**src/rtl/irq_ctrl.sv**
```systemverilog
// irq_ctrl: 4-source edge-triggered interrupt controller with PEND/MASK/CAUSE/EOI registers on the user-memory bus
module irq_ctrl #(
  parameter logic [7:0] BASE_ADDR = 8'hF0
) (
  input  logic       clk,
  input  logic       reset,
  input  logic [3:0] irq_in,
  input  logic       bus_rw,
  input  logic [7:0] bus_addr,
  input  logic [7:0] bus_wdata,
  output logic [7:0] bus_rdata,
  output logic       interrupt,
  output logic [1:0] irq_id,
  output logic       in_service
);
  typedef enum logic {IDLE, SERVICE} state_t;
  state_t state, state_nx;
  logic [3:0] pend, mask, prev, edges, ready, clr_dispatch, clr_bus;
  logic [7:0] off;
  logic [1:0] reg_sel, low_id;
  logic hit, wr_pend, wr_mask, eoi, dispatch;
  assign off     = bus_addr - BASE_ADDR;
  assign hit     = off[7:2] == 6'd0;
  assign reg_sel = off[1:0];
  assign wr_pend = bus_rw && hit && reg_sel == 2'd0;
  assign wr_mask = bus_rw && hit && reg_sel == 2'd1;
  assign eoi     = bus_rw && hit && reg_sel == 2'd3;
  assign edges   = irq_in & ~prev;
  assign ready   = pend & mask;
  assign low_id  = ready[0] ? 2'd0 : ready[1] ? 2'd1 : ready[2] ? 2'd2 : 2'd3;
  assign clr_dispatch = dispatch ? 4'b0001 << low_id : 4'b0000;
  assign clr_bus      = wr_pend ? bus_wdata[3:0] : 4'b0000;
  always_comb begin
    dispatch = (state == IDLE) && |ready;
    state_nx = dispatch ? SERVICE : ((state == SERVICE) && eoi) ? IDLE : state;
  end
  always_ff @(posedge clk or posedge reset)
    if (reset) state <= IDLE;
    else state <= state_nx;
  // new edges are ORed in last so a set always beats any clear in the same cycle
  always_ff @(posedge clk or posedge reset) begin
    if (reset) begin
      prev       <= 4'h0;
      pend       <= 4'h0;
      mask       <= 4'h0;
      irq_id     <= 2'd0;
      interrupt  <= 1'b0;
      in_service <= 1'b0;
    end else begin
      prev       <= irq_in;
      pend       <= (pend & ~clr_dispatch & ~clr_bus) | edges;
      mask       <= wr_mask ? bus_wdata[3:0] : mask;
      irq_id     <= dispatch ? low_id : irq_id;
      interrupt  <= dispatch;
      in_service <= state_nx == SERVICE;
    end
  end
  always_comb
    bus_rdata = (bus_rw || !hit) ? 8'h00 :
                reg_sel == 2'd0 ? {4'h0, pend} :
                reg_sel == 2'd1 ? {4'h0, mask} :
                reg_sel == 2'd2 ? {in_service, 5'b0, irq_id} : 8'h00;
endmodule

```
**config.mk**
```make
export PLATFORM = sky130hd
export DESIGN_NAME = irq_ctrl
export DESIGN_NICKNAME = d
export VERILOG_FILES = /design/src/rtl/irq_ctrl.sv
export SDC_FILE = /design/constraint.sdc
export NUM_CORES = 1
export LEC_CHECK = 0
export ABC_AREA = 1
export BUFFER_PORTS_ARGS = -buffer_cell sky130_fd_sc_hd__clkbuf_2
export CAP_MARGIN = 40
export CORE_MARGIN = 2
export CORE_UTILIZATION = 25
export DETAILED_ROUTE_END_ITERATION = 12
export SYNTH_ARGS = -nofsm -noshare
export SYNTH_HDL_FRONTEND = slang
export SYNTH_SLANG_ARGS = --single-unit
```
**constraint.sdc**
```tcl
create_clock -name clk -period 1.25 [get_ports clk]
set_clock_uncertainty 0.05 [all_clocks]
set_input_delay 0.25 -clock clk [delete_from_list [all_inputs] [get_ports clk]]
set_output_delay 0.25 -clock clk [all_outputs]
set_load 0.1 [all_outputs]
```
# Word-level counts from Yosys, hierarchy flattened
# Cells that the tools add are included.
# W data, S select, Z words.
[op_classes] n_eq_ne=3 n_addsub=1 reduce_logical=12 shifts=1 bitwise_logic=9 mux=11
[ops] cell="$mux W8" count=4
[ops] cell="$and A4 B4 Y4" count=4
[ops] cell="$not A4 Y4" count=3
[ops] cell="$mux W4" count=2
[ops] cell="$sub A8 B8 Y8 const B" count=1
[ops] cell="$logic_and A1 B1 Y1" count=6
[ops] cell="$logic_not A6 Y1" count=1
[ops] cell="$eq A2 B2 Y1 const B" count=2
[ops] cell="$mux W2" count=2
[ops] cell="$or A4 B4 Y4" count=1
[ops] cell="$reduce_or A4 Y1" count=1
[ops] cell="$shl A1 B2 Y4 const A" count=1
[ops] cell="$mux W1" count=3
[ops] cell="$eq A2 B1 Y1 const B" count=1
[ops] cell="$logic_not A2 Y1" count=1
[ops] cell="$reduce_bool A2 Y1" count=1
[ops] cell="$logic_not A1 Y1" count=1
[ops] cell="$logic_or A1 B1 Y1" count=1
[ops] cell="$not A1 Y1" count=1
[word_totals] register_bits=16 input_bits=23

# Logic depth before layout (Yosys ltp)
[depth] ltp_word=10 mapped_depth=7

# Least setup slack after synthesis
# No wires, ideal clock.
[synth_path] kind="register -> output" start="register irq_id[1]" end="output bus_rdata[1]" n_path_buf=0 path_stages_with_launch=3 required_time_ns=0.950 arrival_ns=2.651 path_slack_ns=-1.701 cell_sequence="dfrtp_1 -> nand3_1 -> a31oi_1"
[synth_via] elab_chain_cells=4
[synth_lines] item="start: declaration" line_no="13" source="output logic [1:0] irq_id,"
[synth_lines] item="start signal: assignment" line_no="53" source="irq_id <= dispatch ? low_id : irq_id;"
[synth_lines] item="$mux W8" line_no="62" source="reg_sel == 2'd2 ? {in_service, 5'b0, irq_id} : 8'h00;"
[synth_lines] item="$mux W8" line_no="61" source="reg_sel == 2'd1 ? {4'h0, mask} :"
[synth_lines] item="$mux W8" line_no="60" source="reg_sel == 2'd0 ? {4'h0, pend} :"
[synth_lines] item="$mux W8" line_no="59" source="bus_rdata = (bus_rw || !hit) ? 8'h00 :"
[synth_lines] item="end: declaration" line_no="11" source="output logic [7:0] bus_rdata,"
# No other way between the ends.

# Final worst setup path
[layout_path] start="input bus_addr[0]" end="output bus_rdata[1]"
[layout_via] elab_chain_cells=6 word_cells_on_any_way=11
[layout_lines] item="start: declaration" line_no="9" source="input logic [7:0] bus_addr,"
[layout_lines] item="$sub A8 B8 Y8 (*)" line_no="22" source="assign off = bus_addr - BASE_ADDR;"
[layout_lines] item="$eq A2 B2 Y1" line_no="62"
[layout_lines] item="$mux W8" line_no="62"
[layout_lines] item="$mux W8" line_no="61"
[layout_lines] item="$mux W8" line_no="60"
[layout_lines] item="$mux W8 (*)" line_no="59"
# Every way passes the cells marked *; elsewhere a longest branch is shown, timed or not.

==> impl_summary.md <==
Critical path
For this design, the slowest cell found on the critical path is a31oi_4. In this design, the largest share of critical-path delay is due to buffers and inverters. STA classifies the critical path startpoint as an input pin. Together, buffers and inverters on the worst path number 3.

Traced cell by cell, the critical path runs through clkbuf_2 > inv_2 > nor2_4 > nand2_1 > a31oi_4 > buf_12. The capturing element type of the critical path is an output port. In this run the worst path has a maximum fanout of 5. The critical path is of the in -> out type. For the worst setup path, the data required time is 0.95 ns. For this run, the slowest stage of the critical path takes 0.25 ns.

At the worst endpoint, the arrival time is 1.23 ns.

Global route
The via count of the first global-routing pass is 883. The aggregate global routing overflow is 0. The first global-routing pass estimated between 3000 and 4000 um of wire. The routing layer with the top usage in global route is met2. The met1 track utilization from global routing is 13.6%. The maximum number of pins on one net before global-route repair is 17. The initial antenna violation count is 0.

Global routing used 12.2% of the available tracks across all layers. The met2 routing resource usage after global routing is a little under a quarter. For met3 alone, demand over resource in global routing was ~3.2%.

STA
The upper clock frequency limit is 656 MHz. Counting I/O delays and the setup requirement, the final critical path takes 1.53 ns. The number of endpoints with negative hold slack in the final report is 0. Setup violations remaining at the end of the flow were counted as 8. The post-layout worst setup margin is -0.275 ns. Setup repair after global routing could not meet its margin everywhere. The number of pins with negative max-slew slack in the final report came to 0. The share of the clock period used by the worst path after layout is 122%.

Die
The die covers 3900 um^2. In this run the vertical extent of the chip is around 62 um. The total core area is 3310 um^2.

From left edge to right edge, the die measures ~62 um. After floorplanning, the core was divided into 21 placement rows. During I/O placement, the number of pins put on the boundary was 35. The initial cell density of the core is 25.8%.

Clock network
The clock net in this run drives a total of 16 sinks. The maximum clock insertion buffer count is 2. After clock tree synthesis, the clock-pin slew on the worst setup and hold paths is 0.09 ns.

Clock tree synthesis inserted a total of 3 buffers. The insertion delay to the later sink of the worst-skew pair is 0.28 ns. The root cell of the clock tree is clkbuf_4. The clock tree from TritonCTS is done. The total number of H-tree levels is 1.

Status
The checks that failed: negative setup slack. The flow ran to the end, but the final reports show violations.

Finish
The core utilization of the finished layout is 48.1%. The repair_antennas step left the layout with diodes totalling 0. Of the cells placed in the final design, the portion with a size suffix greater than 1 is 52.8%. The library cell used most frequently in the layout, excluding fill and tap cells, is nand2_1.

The library cells used most frequently in the layout, excluding fill and tap cells, are nand2_1 (26), buf_4 (17), inv_1 (16). The area growth from synthesis to layout is 86.2%. After the last flow step, the layout net total stands at 187.

Logic synthesis
The number of flip-flops and latches in the synthesized netlist is 16. The mean instance size in the synthesized netlist is 7.77 um^2. In this run the biggest area consumer among cell types represents between 40% and 50% of the synthesized area. The cell count after synthesis is 110.

Sequential cells were found to cover 46.9% of the synthesized design area. Yosys attributes the largest share of cell area to dfrtp_1 (47%), nand2_1 (15%), inv_1 (7.5%). The count of unique library cells instantiated by Yosys is 19. After synthesis the cells add up to 855 um^2. The biggest area contributor in the post-synthesis netlist is dfrtp_1. For this run, the number of Yosys warnings is 0.

Pwr
Power comes to 1.71 mW. The worst voltage drop across the vdd grid is 0.000764 V. In this run the power density over the cells is ~1100 nW/um^2. The static leakage is 0.772 nW.

Placed design
The weighted congestion at the end of routability-driven global placement is about 0.87. Summed over all nets, the half-perimeter wirelength after detailed placement is around 1700 um. The count of buffers added on input and output ports is 27.

Detailed routing
The post-detailed-route DRC marker count is 0. For this run, the detailed router's first-pass iteration total came to 5. The final route contains 890 vias. The antenna violation net count after detailed routing is 0.

The post-detailed-routing wire length is 2310 um. The mean routed wirelength per cell is 11.0 um. The average vias per placed instance is 4.26. In this run, the number of DRC markers left after iteration 0 of detailed routing was 10.

Min path
The class of the worst hold path is in -> reg.

Run
The count of maximum capacitance violations is 0.
==> registers in the layout (all words and copies together) (netlist names) <==
register / cells
in_service: 1
mask: 4
prev: 4
irq_id: 2
interrupt: 1
pend: 4
==> layout make-up <==
type | instances | area [um^2]
fillers | 326 | 1720
multi-input cells | 74 | 518
repair buffers | 50 | 494
flip-flops and latches | 16 | 412
inverters | 19 | 73.8
well taps | 46 | 57.6
clock buffers | 4 | 36.3
==> repair_timing <==
item,in CTS,in global routing
endpoints found under the hold margin,16,0
pin swaps,3,10
gates resized for setup,7,15
hold buffers,1,0
setup endpoints to repair,8,13
buffers inserted,6,7
==> power by group <==
group | internal (mW) | leakage, nW | total (mW) | switching [mW]
logic | 0.305 | 0.567 | 0.755 | 0.450
registers | 0.582 | 0.184 | 0.624 | 0.0415
clock network | 0.177 | 0.0210 | 0.331 | 0.154
==> worst reg2reg max path: cells and delay by family (launching register included) <==
family,cells,cell delay [ns]
compound gates,2,0.12
buf+inv,3,0.27
flops,1,0.50
simple gates,2,0.14
==> worst paths after layout <==
path | start | end | slack (ns) | cells after the start
setup / recovery | bus_addr[0] | bus_rdata[1] | -0.28 | 6
max in group asynchronous | reset | in_service | 0.51 | 4
min in group asynchronous | reset | pend[0] | 0.43 | 4
setup reg to reg | in_service | pend[1] | 0.07 | 7
hold reg to reg | prev[1] | pend[1] | 0.36 | 1
hold / removal | irq_in[0] | prev[0] | 0.03 | 1
==> synth_stat cells (all sizes together) <==
cell,n
a21oi,2
a31oi,3
and2,1
buf,3
conb,1
dfrtp,16
inv,19
nand2,38
nand3,6
nand3b,1
nand4,3
nor2,7
o21ai,10
==> metal layers <==
metal	vias up	part of all wire (%)
li1	447	-
met1	413	39
met2	26	55
met3	4	4.3
met4	0	1.3
met5	-	0
==> per-stage QoR <==
| step | hold WS (ns) | std cells | area, um^2 | setup WS (ns) | TNS (ns) |
|---|---|---|---|---|---|
| 5_1_grt | 0.0189 | 209 | 1590 | -0.321 | -1.93 |
| 2_1_floorplan | 0.114 | 112 | 988 | -0.407 | -1.60 |
| 3_5_place_dp | 0.197 | 194 | 1380 | -0.270 | -1.27 |
| 6_report | 0.0302 | 209 | 1590 | -0.275 | -1.50 |
| 3_3_place_gp | 0.190 | 194 | 1380 | -0.227 | -1.04 |
| 4_1_cts | 0.0245 | 205 | 1510 | -0.251 | -1.40 |
==> kinds of logic after synthesis <==
group                  Yosys count  synth area share [%]
buffers and inverters           22                  11.0
AOI/OAI and AO/OA               15                  9.22
other                            1                 0.439
and+or+nand+nor                 56                  32.5
DFF                             16                  46.9
Note: power is estimated with default switching activity, not from simulation.
